**src/rtl/inst_loader_pkg.sv**
```systemverilog
// Shared constants and state encoding for the instruction loader.
// Optional feature macro: LOADER_CHECKSUM_EN (adds the CSUM trailer check).
package inst_loader_pkg;

  // Word-address width of INST_BRAM; capacity is 2**INST_SIZE words.
  localparam int unsigned INST_SIZE = 4;

  // Core mode encodings.
  localparam logic [2:0] MODE_STALL = 3'd0;
  localparam logic [2:0] MODE_LOAD  = 3'd1;
  localparam logic [2:0] MODE_EXEC  = 3'd2;

  // Loader FSM state encoding.
  typedef logic [2:0] loader_state_t;
  localparam loader_state_t StIdle = 3'd0;
  localparam loader_state_t StHdr  = 3'd1;
  localparam loader_state_t StData = 3'd2;
  localparam loader_state_t StCsum = 3'd3;
  localparam loader_state_t StDone = 3'd4;
  localparam loader_state_t StErr  = 3'd5;

endpackage

```
**src/rtl/inst_loader_word_assembler.sv**
```systemverilog
// Collects four bytes, MSB first, into a 32-bit word. word_valid_o fires
// combinationally with the 4th byte; clr_i discards any partial word.
module inst_loader_word_assembler (
  input  logic        clk_i,
  input  logic        rst_i,
  input  logic        clr_i,
  input  logic        byte_valid_i,
  input  logic [7:0]  byte_i,
  output logic        word_valid_o,
  output logic [31:0] word_o
);

  logic [1:0]  cnt_q;
  logic [23:0] shift_q;

  // Completed word is the three held bytes plus the byte on the input.
  always_comb begin
    word_valid_o = byte_valid_i && (cnt_q == 2'd3);
    word_o       = {shift_q, byte_i};
  end

  // Byte counter wraps naturally after each full word.
  always_ff @(posedge clk_i) begin
    if (rst_i || clr_i) begin
      cnt_q   <= 2'd0;
      shift_q <= 24'd0;
    end else if (byte_valid_i) begin
      cnt_q   <= cnt_q + 2'd1;
      shift_q <= {shift_q[15:0], byte_i};
    end
  end

endmodule

```
**src/rtl/inst_loader.sv**
```systemverilog
// Instruction loader: parses the UART byte stream (header N, then N words,
// all big-endian) and writes the words into INST_BRAM.
// Optional feature macro: LOADER_CHECKSUM_EN (XOR trailer checked in CSUM).
module inst_loader
  import inst_loader_pkg::*;
#(
  parameter int unsigned ADDR_W = INST_SIZE
) (
  input  logic              clk_i,
  input  logic              rst_i,
  input  logic [2:0]        mode_i,
  input  logic              rx_valid_i,
  input  logic [7:0]        rx_data_i,
  input  logic              rx_ferr_i,
  output logic [ADDR_W-1:0] bram_addr_o,
  output logic [31:0]       bram_din_o,
  output logic              bram_we_o,
  output logic              load_done_o,
  output logic              load_err_o,
  output logic [ADDR_W:0]   words_loaded_o
);

  localparam logic [31:0] MaxWords = 32'd1 << ADDR_W;

  loader_state_t     state_q, state_d;
  logic [ADDR_W:0]   idx_q, idx_d;
  logic [ADDR_W:0]   n_q, n_d;
  logic [ADDR_W-1:0] addr_q, addr_d;
  logic [31:0]       din_q, din_d;
  logic              we_q, we_d;
  logic              done_q, err_q;
`ifdef LOADER_CHECKSUM_EN
  logic [31:0]       csum_q, csum_d;
`endif

  logic        active, mode_load;
  logic        asm_clr, asm_valid;
  logic        word_valid;
  logic [31:0] word;

  // Bytes only reach the assembler while loading; a framing error or mode
  // exit throws away whatever partial word is held.
  always_comb begin
    active    = (state_q == StHdr) || (state_q == StData) || (state_q == StCsum);
    mode_load = (mode_i == MODE_LOAD);
    asm_valid = active && mode_load && rx_valid_i && !rx_ferr_i;
    asm_clr   = !active || !mode_load || rx_ferr_i;
  end

  inst_loader_word_assembler u_asm (
    .clk_i        (clk_i),
    .rst_i        (rst_i),
    .clr_i        (asm_clr),
    .byte_valid_i (asm_valid),
    .byte_i       (rx_data_i),
    .word_valid_o (word_valid),
    .word_o       (word)
  );

  // Loader FSM and BRAM write generation.
  always_comb begin
    state_d = state_q;
    idx_d   = idx_q;
    n_d     = n_q;
    addr_d  = addr_q;
    din_d   = din_q;
    we_d    = 1'b0;
`ifdef LOADER_CHECKSUM_EN
    csum_d  = csum_q;
`endif
    case (state_q)
      StIdle: if (mode_load) state_d = StHdr;
      StHdr, StData, StCsum: begin
        if (!mode_load) begin
          // Abort: words already written stay in BRAM, no flag is raised.
          state_d = StIdle;
          idx_d   = '0;
          n_d     = '0;
`ifdef LOADER_CHECKSUM_EN
          csum_d  = '0;
`endif
        end else if (rx_ferr_i) begin
          state_d = StErr;
        end else if (word_valid) begin
          if (state_q == StHdr) begin
            if (word == 32'd0) begin
`ifdef LOADER_CHECKSUM_EN
              state_d = StCsum;
`else
              state_d = StDone;
`endif
            end else if (word > MaxWords) begin
              state_d = StErr;
            end else begin
              n_d     = word[ADDR_W:0];
              state_d = StData;
            end
          end else if (state_q == StData) begin
            we_d   = 1'b1;
            addr_d = idx_q[ADDR_W-1:0];
            din_d  = word;
            idx_d  = idx_q + 1'b1;
`ifdef LOADER_CHECKSUM_EN
            csum_d = csum_q ^ word;
            if (idx_d == n_q) state_d = StCsum;
`else
            if (idx_d == n_q) state_d = StDone;
`endif
          end
`ifdef LOADER_CHECKSUM_EN
          else begin
            state_d = (word == csum_q) ? StDone : StErr;
          end
`endif
        end
      end
      default: ;
    endcase
  end

  // State registers; flags trail the terminal state by one cycle so that
  // load_done follows the final write pulse.
  always_ff @(posedge clk_i) begin
    if (rst_i) begin
      state_q <= StIdle;
      idx_q   <= '0;
      n_q     <= '0;
      addr_q  <= '0;
      din_q   <= '0;
      we_q    <= 1'b0;
      done_q  <= 1'b0;
      err_q   <= 1'b0;
`ifdef LOADER_CHECKSUM_EN
      csum_q  <= '0;
`endif
    end else begin
      state_q <= state_d;
      idx_q   <= idx_d;
      n_q     <= n_d;
      addr_q  <= addr_d;
      din_q   <= din_d;
      we_q    <= we_d;
      done_q  <= (state_q == StDone);
      err_q   <= (state_q == StErr);
`ifdef LOADER_CHECKSUM_EN
      csum_q  <= csum_d;
`endif
    end
  end

  assign bram_addr_o    = addr_q;
  assign bram_din_o     = din_q;
  assign bram_we_o      = we_q;
  assign load_done_o    = done_q;
  assign load_err_o     = err_q;
  assign words_loaded_o = idx_q;

endmodule
```
**config.mk**
```make
export PLATFORM = sky130hd
export DESIGN_NAME = inst_loader
export DESIGN_NICKNAME = d
export VERILOG_FILES = /design/src/rtl/inst_loader_pkg.sv /design/src/rtl/inst_loader_word_assembler.sv /design/src/rtl/inst_loader.sv
export SDC_FILE = /design/constraint.sdc
export NUM_CORES = 1
export LEC_CHECK = 0
export BUFFER_PORTS_ARGS = -buffer_cell sky130_fd_sc_hd__buf_2
export CORE_MARGIN = 3
export CORE_UTILIZATION = 40
export DETAILED_ROUTE_END_ITERATION = 10
export GPL_ROUTABILITY_DRIVEN = 0
export PLACE_DENSITY = 0.72
export SYNTH_ARGS = -nofsm -noshare
export SYNTH_HDL_FRONTEND = slang
export SYNTH_HIERARCHICAL = 1
export SYNTH_SLANG_ARGS = --single-unit
```
**constraint.sdc**
```tcl
create_clock -name clk_i -period 2.8 [get_ports clk_i]
set_input_delay 0.14 -clock clk_i [delete_from_list [all_inputs] [get_ports clk_i]]
set_output_delay 0.14 -clock clk_i [all_outputs]
set_load 0.005 [all_outputs]
```
# Yosys cells after proc, flatten, opt, wreduce, memory -nomap -nowiden
# Cells that the tools add are included.
totals:
  reg_bits: 78
  input_bits: 15
  out_inout_bits: 44
  wordCells: 80
op_classes:
  add_sub_neg: 2
  n_lt_le_gt_ge: 1
  n_eq_ne: 19
  n_mux: 22
  n_bitwise: 5
  n_reduce_logical: 21
ops:
  columns: ["cell", "count"]
  rows:
  - ["two-way mux 5 bit", 11]
  - ["> comparator 32 x 5 -> 1 bit, second input constant", 1]
  - ["zero test 32 bit", 1]
  - ["two-way mux 3 bit", 9]
  - ["AND reduction 6 bit", 2]
  - ["!= test 2 bit, second input constant", 5]
  - ["!= test 5 bit, second input constant", 2]
  - ["AND reduction 5 bit", 2]
  - ["== test 3 x 1 -> 1 bit, second input constant", 2]
  - ["== test 3 x 2 -> 1 bit, second input constant", 2]
  - ["== test 3 bit, second input constant", 2]
  - ["!= test 2 x 1 -> 1 bit, second input constant", 3]
  - ["one-hot mux 3 bit (2 select lines)", 1]
  - ["OR reduction 6 bit", 1]
  - ["adder 5 x 1 -> 5 bit, second input constant", 1]
  - ["== test 5 bit", 1]
  - ["logical OR 1 bit", 5]
  - ["inverter 1 bit", 5]
  - ["logical AND 1 bit", 4]
  - ["!= test 4 x 3 -> 1 bit, second input constant", 1]
  - ["zero test 1 bit", 3]
  - ["zero test 3 bit", 1]
  - ["OR reduction 3 bit", 1]
  - ["adder 2 x 1 -> 2 bit, second input constant", 1]
  - ["3 further kinds", 3]

# Depth between registers and ports, before layout
# Gate-level depths: netlist (run 1).
logic_depth:
  depth_word: 11
  mapped_depth: 13
  ltp_nobuf: 10

# Modules after synthesis
# Netlist (run 1), hierarchy kept.
by_module_without_submodules:
  columns: ["module", "n_inst", "cells_each", "area_per_inst_um2", "seq_area_each_um2"]
  rows:
  - ["inst_loader", 1, 268, 2155.8, 1041.0]
  - ["inst_loader_word_assembler", 1, 95, 1039.7, 520.5]

# Worst setup path before layout (run 1)
# No wires, ideal clock.
synth_timing:
  path_type: "in2reg"
  startpoint: "input mode_i[1]"
  endpoint: "register state_q[0]"
  setup_ps: 72
  t_arrival_ps: 2726
  required_time_ps: 2728
  slack_ps: 2
  path_stages: 13
  path_buffers: 3
  cell_sequence: "or3b_1 -> buf_4 -> nor2_2 -> and3_1 -> buf_6 -> buf_6 -> and2_1 -> nor4bb_1 -> nand2_1 -> a2111oi_0 -> a21oi_1 -> nor2_1 -> mux2i_1"
synth_via:
  elab_chain_len: 7
synth_rtl:
  columns: ["item", "line", "rtl"]
  rows:
  - ["from (decl)", "inst_loader.sv:11", "input logic [2:0] mode_i,"]
  - ["== test 3 x 1 -> 1 bit", "inst_loader.sv:45", "mode_load = (mode_i == MODE_LOAD);"]
  - ["logical AND 1 bit (3 in a row)", "inst_loader.sv:46", "asm_valid = active && mode_load && rx_valid_i && !rx_ferr_i;"]
  - ["named net asm_valid", "inst_loader.sv:37", "logic asm_clr, asm_valid;"]
  - ["logical AND 1 bit", "inst_loader_word_assembler.sv:18", "word_valid_o = byte_valid_i && (cnt_q == 2'd3);"]
  - ["named net word_valid", "inst_loader.sv:38", "logic word_valid;"]
  - ["!= test 4 x 3 -> 1 bit (no line)", null, null]
  - ["AND reduction 5 bit (no line)", null, null]
  - ["to (signal assigned)", "inst_loader.sv:125", "state_q <= StIdle;"]
  - ["to (signal assigned)", "inst_loader.sv:137", "state_q <= state_d;"]
  - ["to (decl)", "inst_loader.sv:25", "loader_state_t state_q, state_d;"]
# The timed path passes the listed nets, and every way through them passes these cells.
# A chain may end at the register's enable or synchronous reset.

# Worst setup path in the final report (run 1)
layout_timing:
  startpoint: "register state_q[0]"
  endpoint: "register din_q[30] (netlist: bram_din_o[30])"
layout_via:
  elab_chain_len: 8
layout_rtl:
  columns: ["item", "line", "rtl"]
  rows:
  - ["== test 3 x 1 -> 1 bit / == test 3 x 2 -> 1 bit (equally long branches)", "inst_loader.sv:44", "active = (state_q == StHdr) || (state_q == StData) || (state_q == StCsum);"]
  - ["logical OR 1 bit", "inst_loader.sv:44", null]
  - ["logical OR 1 bit (*)", "inst_loader.sv:44", null]
  - ["logical AND 1 bit (*) (3 in a row)", "inst_loader.sv:46", null]
  - ["named net asm_valid", "inst_loader.sv:37", null]
  - ["logical AND 1 bit (*)", "inst_loader_word_assembler.sv:18", null]
  - ["named net word_valid", "inst_loader.sv:38", null]
  - ["AND reduction 6 bit (no line) (*)", null, null]
  - ["to (signal assigned)", "inst_loader.sv:141", "din_q <= din_d;"]
  - ["to (decl)", "inst_loader.sv:29", "logic [31:0] din_q, din_d;"]
# Mark *: on every way through the listed nets, which the timed path passes. The rest lies on a longest branch.

==> results of run 1 <==
[layout by cell type (no fill, tap or decap), types with 3 or more instances in the layout]
cell type / n
and3_1: 3
a211oi_1: 5
nor2_2: 3
nand2_1: 76
buf_4: 7
xor2_1: 3
and2_1: 3
a21oi_1: 45
nor4_1: 8
xnor2_1: 3
nor3_1: 4
buf_2: 58
mux2i_1: 26
clkbuf_8: 10
nand2b_1: 5
a22o_1: 5
dfxtp_1: 76
nor2_1: 36
[path summary, 6_finish.rpt]
path / cells past startpoint / slack [ps] / start / to
worst max-delay path: 9 / 290 / state_q[0] / bram_din_o[30]
worst min-delay path: 2 / 60 / rx_data_i[0] / n_q[0]
worst max register to register: 9 / 290 / state_q[0] / bram_din_o[30]
worst min register to register: 2 / 450 / bram_din_o[31] / bram_din_o[31]
[per-layer routing]
layer | track usage [%] | vias to the layer above
li1 | - | 1315
met1 | 21.01 | 1212
met2 | 26.18 | 69
met3 | 5.367 | 7
met4 | 4.502 | 0
met5 | 0 | -
[cell type report]
| cell class | count | area [sq um] | area share (%) |
|---|---|---|---|
| sequential | 78 | 1564 | 42.57 |
| multi-input combinational | 253 | 1438 | 39.13 |
| timing repair buffer | 65 | 342.8 | 9.332 |
| clock buffer | 11 | 141.4 | 3.849 |
| tap | 99 | 123.9 | 3.372 |
| clock inverter | 4 | 56.30 | 1.533 |
| inverter | 2 | 7.507 | 0.2044 |
[worst register-to-register path: cells and delay by family (launching register included)]
kind,cells,cell delay [ps]
and+or+nand+nor,7,1600
buffers and inverters,1,290
AOI/OAI and AO/OA,1,140
DFF,1,420
[kinds of logic after synthesis]
group                    Yosys count  share of synthesized area (%)
AND/OR/NAND/NOR                  155                          22.44
flip-flops                        78                          48.86
AO/OA/AOI/OAI                     64                          11.51
buffers and inverters             32                          6.617
multiplexers                      26                          8.144
XOR/XNOR                           6                          1.645
adder cells (fa/ha/maj)            2                         0.7830
[registers in the layout, summed over array words and instances (netlist names)]
| name | cells |
|---|---|
| n_q | 5 |
| u_asm/shift_q | 24 |
| state_q | 3 |
| u_asm/cnt_q | 2 |
| load_done_o | 1 |
| words_loaded_o | 5 |
| bram_we_o | 1 |
| bram_din_o | 32 |
| load_err_o | 1 |
| bram_addr_o | 4 |
[through the flow]
stage	hold slack, ps	power [W]	util (%)	cells	instance area, sq um
detailed placement	418.3	0.001181	46.20	497	3458
CTS	46.44	0.002017	48.84	512	3656
global placement	415.8	0.001181	46.20	497	3458
global route	44.37	0.002076	49.07	512	3674
finish	58.86	0.001996	49.07	512	3674
floorplan	287.2	0.001168	-	363	3196
[repair_timing]
item / in CTS / in global routing
gates resized for setup: 0 / 4
endpoints found under the hold margin: 0 / 0
endpoints found under the setup margin: 0 / 39
hold buffers: 0 / 0
[synth_stat cells, types with 3 or more instances]
| cell type | instances |
|---|---|
| a211oi_1 | 5 |
| a21oi_1 | 45 |
| a22o_1 | 5 |
| and2_1 | 3 |
| and3_1 | 3 |
| buf_2 | 4 |
| buf_4 | 9 |
| buf_6 | 4 |
| clkbuf_1 | 11 |
| dfxtp_1 | 78 |
| mux2i_1 | 26 |
| nand2_1 | 76 |
| nand2b_1 | 5 |
| nor2_1 | 36 |
| nor2_2 | 3 |
| nor3_1 | 4 |
| nor4_1 | 8 |
| xnor2_1 | 3 |
| xor2_1 | 3 |
[report_power, final]
part	internal (W)	switching [W]	total, W
Sequential	0.00111	0.00000134	0.00111
Clock	0.000438	0.000404	0.000841
Combinational	0.0000141	0.0000301	0.0000442
Total	0.00156	0.000435	0.00200
==> results.cfg, run 1 <==
[outcome]
status = complete, no violations

[yosys]
avgSynthCellArea_sq_um = 8.803
ys_types = 42
synthTopCellsByArea = dfxtp_1, nand2_1, mux2i_1
synth_top_cell_area_share_pct = 48.86
yosysWarnings = 6
ys.flop_type = dfxtp_1
netlist.top_cell.by_area = dfxtp_1
synth_cells = 363
async_flop_share_pct = 0
seq_area_frac_synth_pct = 48.86
syn_nets = 380
synthesis.area_sq_um = 3196
synth_seq_cells = 78
synth-edff-count = 0

[grt]
first_global_vias = 2331
grt.total_usage_pct = 16.30
grt_max_degree = 52
overflow = 0
grt_pass1_wl_um = 11460
antenna_found_initial = 0

[floorplan]
coreArea_sq_um = 7486
top_level_ports = 59
fp-row-count = 31
initial_core_util_pct = 42.69
fp.dieH_um = 95.38
die-area_sq_um = 9097
die_w_um = 95.38

[place]
hpwl_um = 4961
dp_slack_ps = 101.1
numPortBuffers = 58

[worst_setup_path]
required_ps = 3070
critPathTopFamily = simple AND/OR/NAND/NOR gates
cp_cell_sequence = nor2_1, nor2_2, and3_1, and2_1, nor4bb_4, and2_1, buf_4, nand2_1, a21oi_1
start_kind = register
crit_buf_inv = 1
critPathArrivalTime_ps = 2780
slowest_stage = and2_1
critical_path_class = reg -> reg
max_stage_delay_ps = 430
path_common_cell = and2_1
crit_fanout = 16
cp-end-kind = register

[clock_tree]
clockRootBuffer = clkbuf_8
clk_latency_ps = 350
clk_pin_slew_ps = 80
cts_tree = done
numCtsBuffers = 9
ctsLongestPathBuffers = 2
cts_max_level = 3
numClockSinks = 78
post_cts_buffers = 0

[detailed_routing]
wl_met1_um = 3136
vias = 2603
wl_met3_um = 413
top_layer = met4
antenna_left = 0
drtIter0Drc = 76
drt-total-wl_um = 7066
wl_per_cell_um = 13.80
drc = 0
routed-wl-met2_um = 3443
post_drt_via_cell_ratio = 5.084
drtPass1Iterations = 5

[timing]
setup_ws_ps = 287.1
drv_slew = 0
rsz0062_at_grt = no
final.period_utilization_pct = 89.75
tightest_slew_ps = 908.3
skew_ps = 9.543
finalHoldViolations = 0
fmaxAchievable_mhz = 398.0
timing.setup.tns_ps = 0
setup_violations = 0
min_period_ps = 2513
maxSlewHeadroom_pct = 39.45

[min_path]
hp-class = in -> reg

[finish]
layout.nets = 426
antennaDiodeCount = 0
nFillCells = 739
drive_gt1_share_pct = 21.55
syn_to_final_growth_pct = 14.96

[power_and_ir_drop]
ir_drop_mv = 0.3692
powerDensity_nw_per_um2 = 543.3
p_leak_nw = 1.380

[run]
cap_viol_max_count = 0
Power figures use the tool's default switching activity.
==> run 2, diff against run 1 <==
- RECOVER_POWER: not set -> 25
==> run 2 against run 1 <==
Total power barely moved. Via count about the same. Highest routed layer unchanged. Largest power group unchanged. Non-clock buffer count is the same.
==> results.cfg, run 2 (same netlist as run 1, synthesis figures left out) <==
[outcome]
status = complete, no violations

[grt]
grt_max_degree = 52
first_global_vias = 2331
grt_pass1_wl_um = 11460
overflow = 0
antenna_found_initial = 0
grt.total_usage_pct = 16.30

[clock_tree]
holdBufCountCts = 0
clockRootBuffer = clkbuf_8
numClockSinks = 78
cts_resized = 0
clk_latency_ps = 350
ctsLongestPathBuffers = 2
cts_max_level = 3
cts_tree = done
clk_pin_slew_ps = 80
numCtsBuffers = 9
post_cts_buffers = 0

[finish]
seq_area_sq_um = 1564
nFillCells = 742
antennaDiodeCount = 0
largest_reg_flops = 32
final_cell_mix = nand2_1, dfxtp_1, a21oi_1, buf_2, nor2_1
fin_util_pct = 48.75
syn_to_final_growth_pct = 14.21
final_area_sq_um = 3650
multiInputGateArea_sq_um = 1438
layout.nets = 426
drive_gt1_share_pct = 16.95

[worst_setup_path]
cp-endpoint = bram_din_o[30]
ff2ff_path_depth = 9
crit_fanout = 16
required_ps = 3070
start_kind = register
critPathArrivalTime_ps = 2770
crit_start = state_q[0]
regToRegEndpoint = bram_din_o[30]
r2r-start = state_q[0]
cp-end-kind = register
critical_path_class = reg -> reg
ff2ff_setup_slack_ps = 290

[min_path]
hp-class = in -> reg
hold_depth = 2

[power_and_ir_drop]
powerDensity_nw_per_um2 = 546.5
p_leak_nw = 1.296
ir_drop_mv = 0.3693

[floorplan]
fp-row-count = 31
initial_core_util_pct = 42.69
coreArea_sq_um = 7486
die-area_sq_um = 9097
die_w_um = 95.38
top_level_ports = 59
fp.dieH_um = 95.38

[timing]
setup_ws_ps = 293.7
skew_ps = 8.729
rsz0062_at_grt = no
maxSlewHeadroom_pct = 38.92
timing.setup.tns_ps = 0
min_period_ps = 2506
setup_violations = 0
tightest_slew_ps = 916.3
fmaxAchievable_mhz = 399.0
drv_slew = 0
final.period_utilization_pct = 89.51
finalHoldViolations = 0

[detailed_routing]
antenna_left = 0
vias = 2605
drtPass1Iterations = 5
wl_per_cell_um = 13.91
post_drt_via_cell_ratio = 5.088
drt-total-wl_um = 7120
drc = 0
drtIter0Drc = 75

[place]
dp_slack_ps = 101.1
hpwl_um = 4961
numPortBuffers = 58
placed_cell_area_sq_um = 3458

[run]
cap_viol_max_count = 0
[run 2: cell count changes in the layout (fill, tap and decap cells not counted)]
cell,before,now
clkbuf_1,1,20
buf_2,58,39
[run 2: how the worst min path moves through the flow]
stage	slack, ps	start	endpoint
CTS	50	rx_data_i[2]	bram_din_o[2]
detailed placement	420	rx_data_i[2]	n_q[2]
floorplan	290	rx_data_i[0]	u_asm/shift_q[0]
global placement	420	rx_data_i[2]	n_q[2]
finish	60	rx_data_i[0]	n_q[0]
global route	40	rx_data_i[2]	bram_din_o[2]
[run 2: final cells by class]
cell class | instances | area share, %
clock buffers | 11 | 3.874
clock inverters | 4 | 1.543
inverters | 2 | 0.2057
multi-input cells | 253 | 39.39
flip-flops and latches | 78 | 42.85
well taps | 99 | 3.394
repair buffers | 65 | 8.742
[run 2: routing by layer]
metal  routed length [um]  up-vias  GRT usage [%]
met3                  381        7          5.367
li1                     -     1316              -
met2                 3494       70          26.18
met1                 3173     1212          21.01
met4                   70        0          4.502
met5                    0        -              0
[run 2: metrics by stage]
step / power (W) / hold slack [ps] / cells
finish: 0.001994 / 58.90 / 512
global route: 0.002076 / 44.37 / 512
CTS: 0.002017 / 46.44 / 512
detailed placement: 0.001181 / 418.3 / 497
global placement: 0.001181 / 415.8 / 497
floorplan: 0.001168 / 287.2 / 363
[run 2: power breakdown]
part           switching, W  internal [W]  total (W)
Combinational     0.0000303     0.0000141  0.0000444
Sequential       0.00000134       0.00111    0.00111
Clock              0.000402      0.000438   0.000840
[run 2: critical path: stages, from the launching register on]
cell and delay, ps:
dfxtp_2 420, nor2_1 90, nor2_2 190, and3_1 210, and2_1 170, nor4bb_4 380, and2_1 420, buf_4 290
nand2_1 120, a21oi_1 130
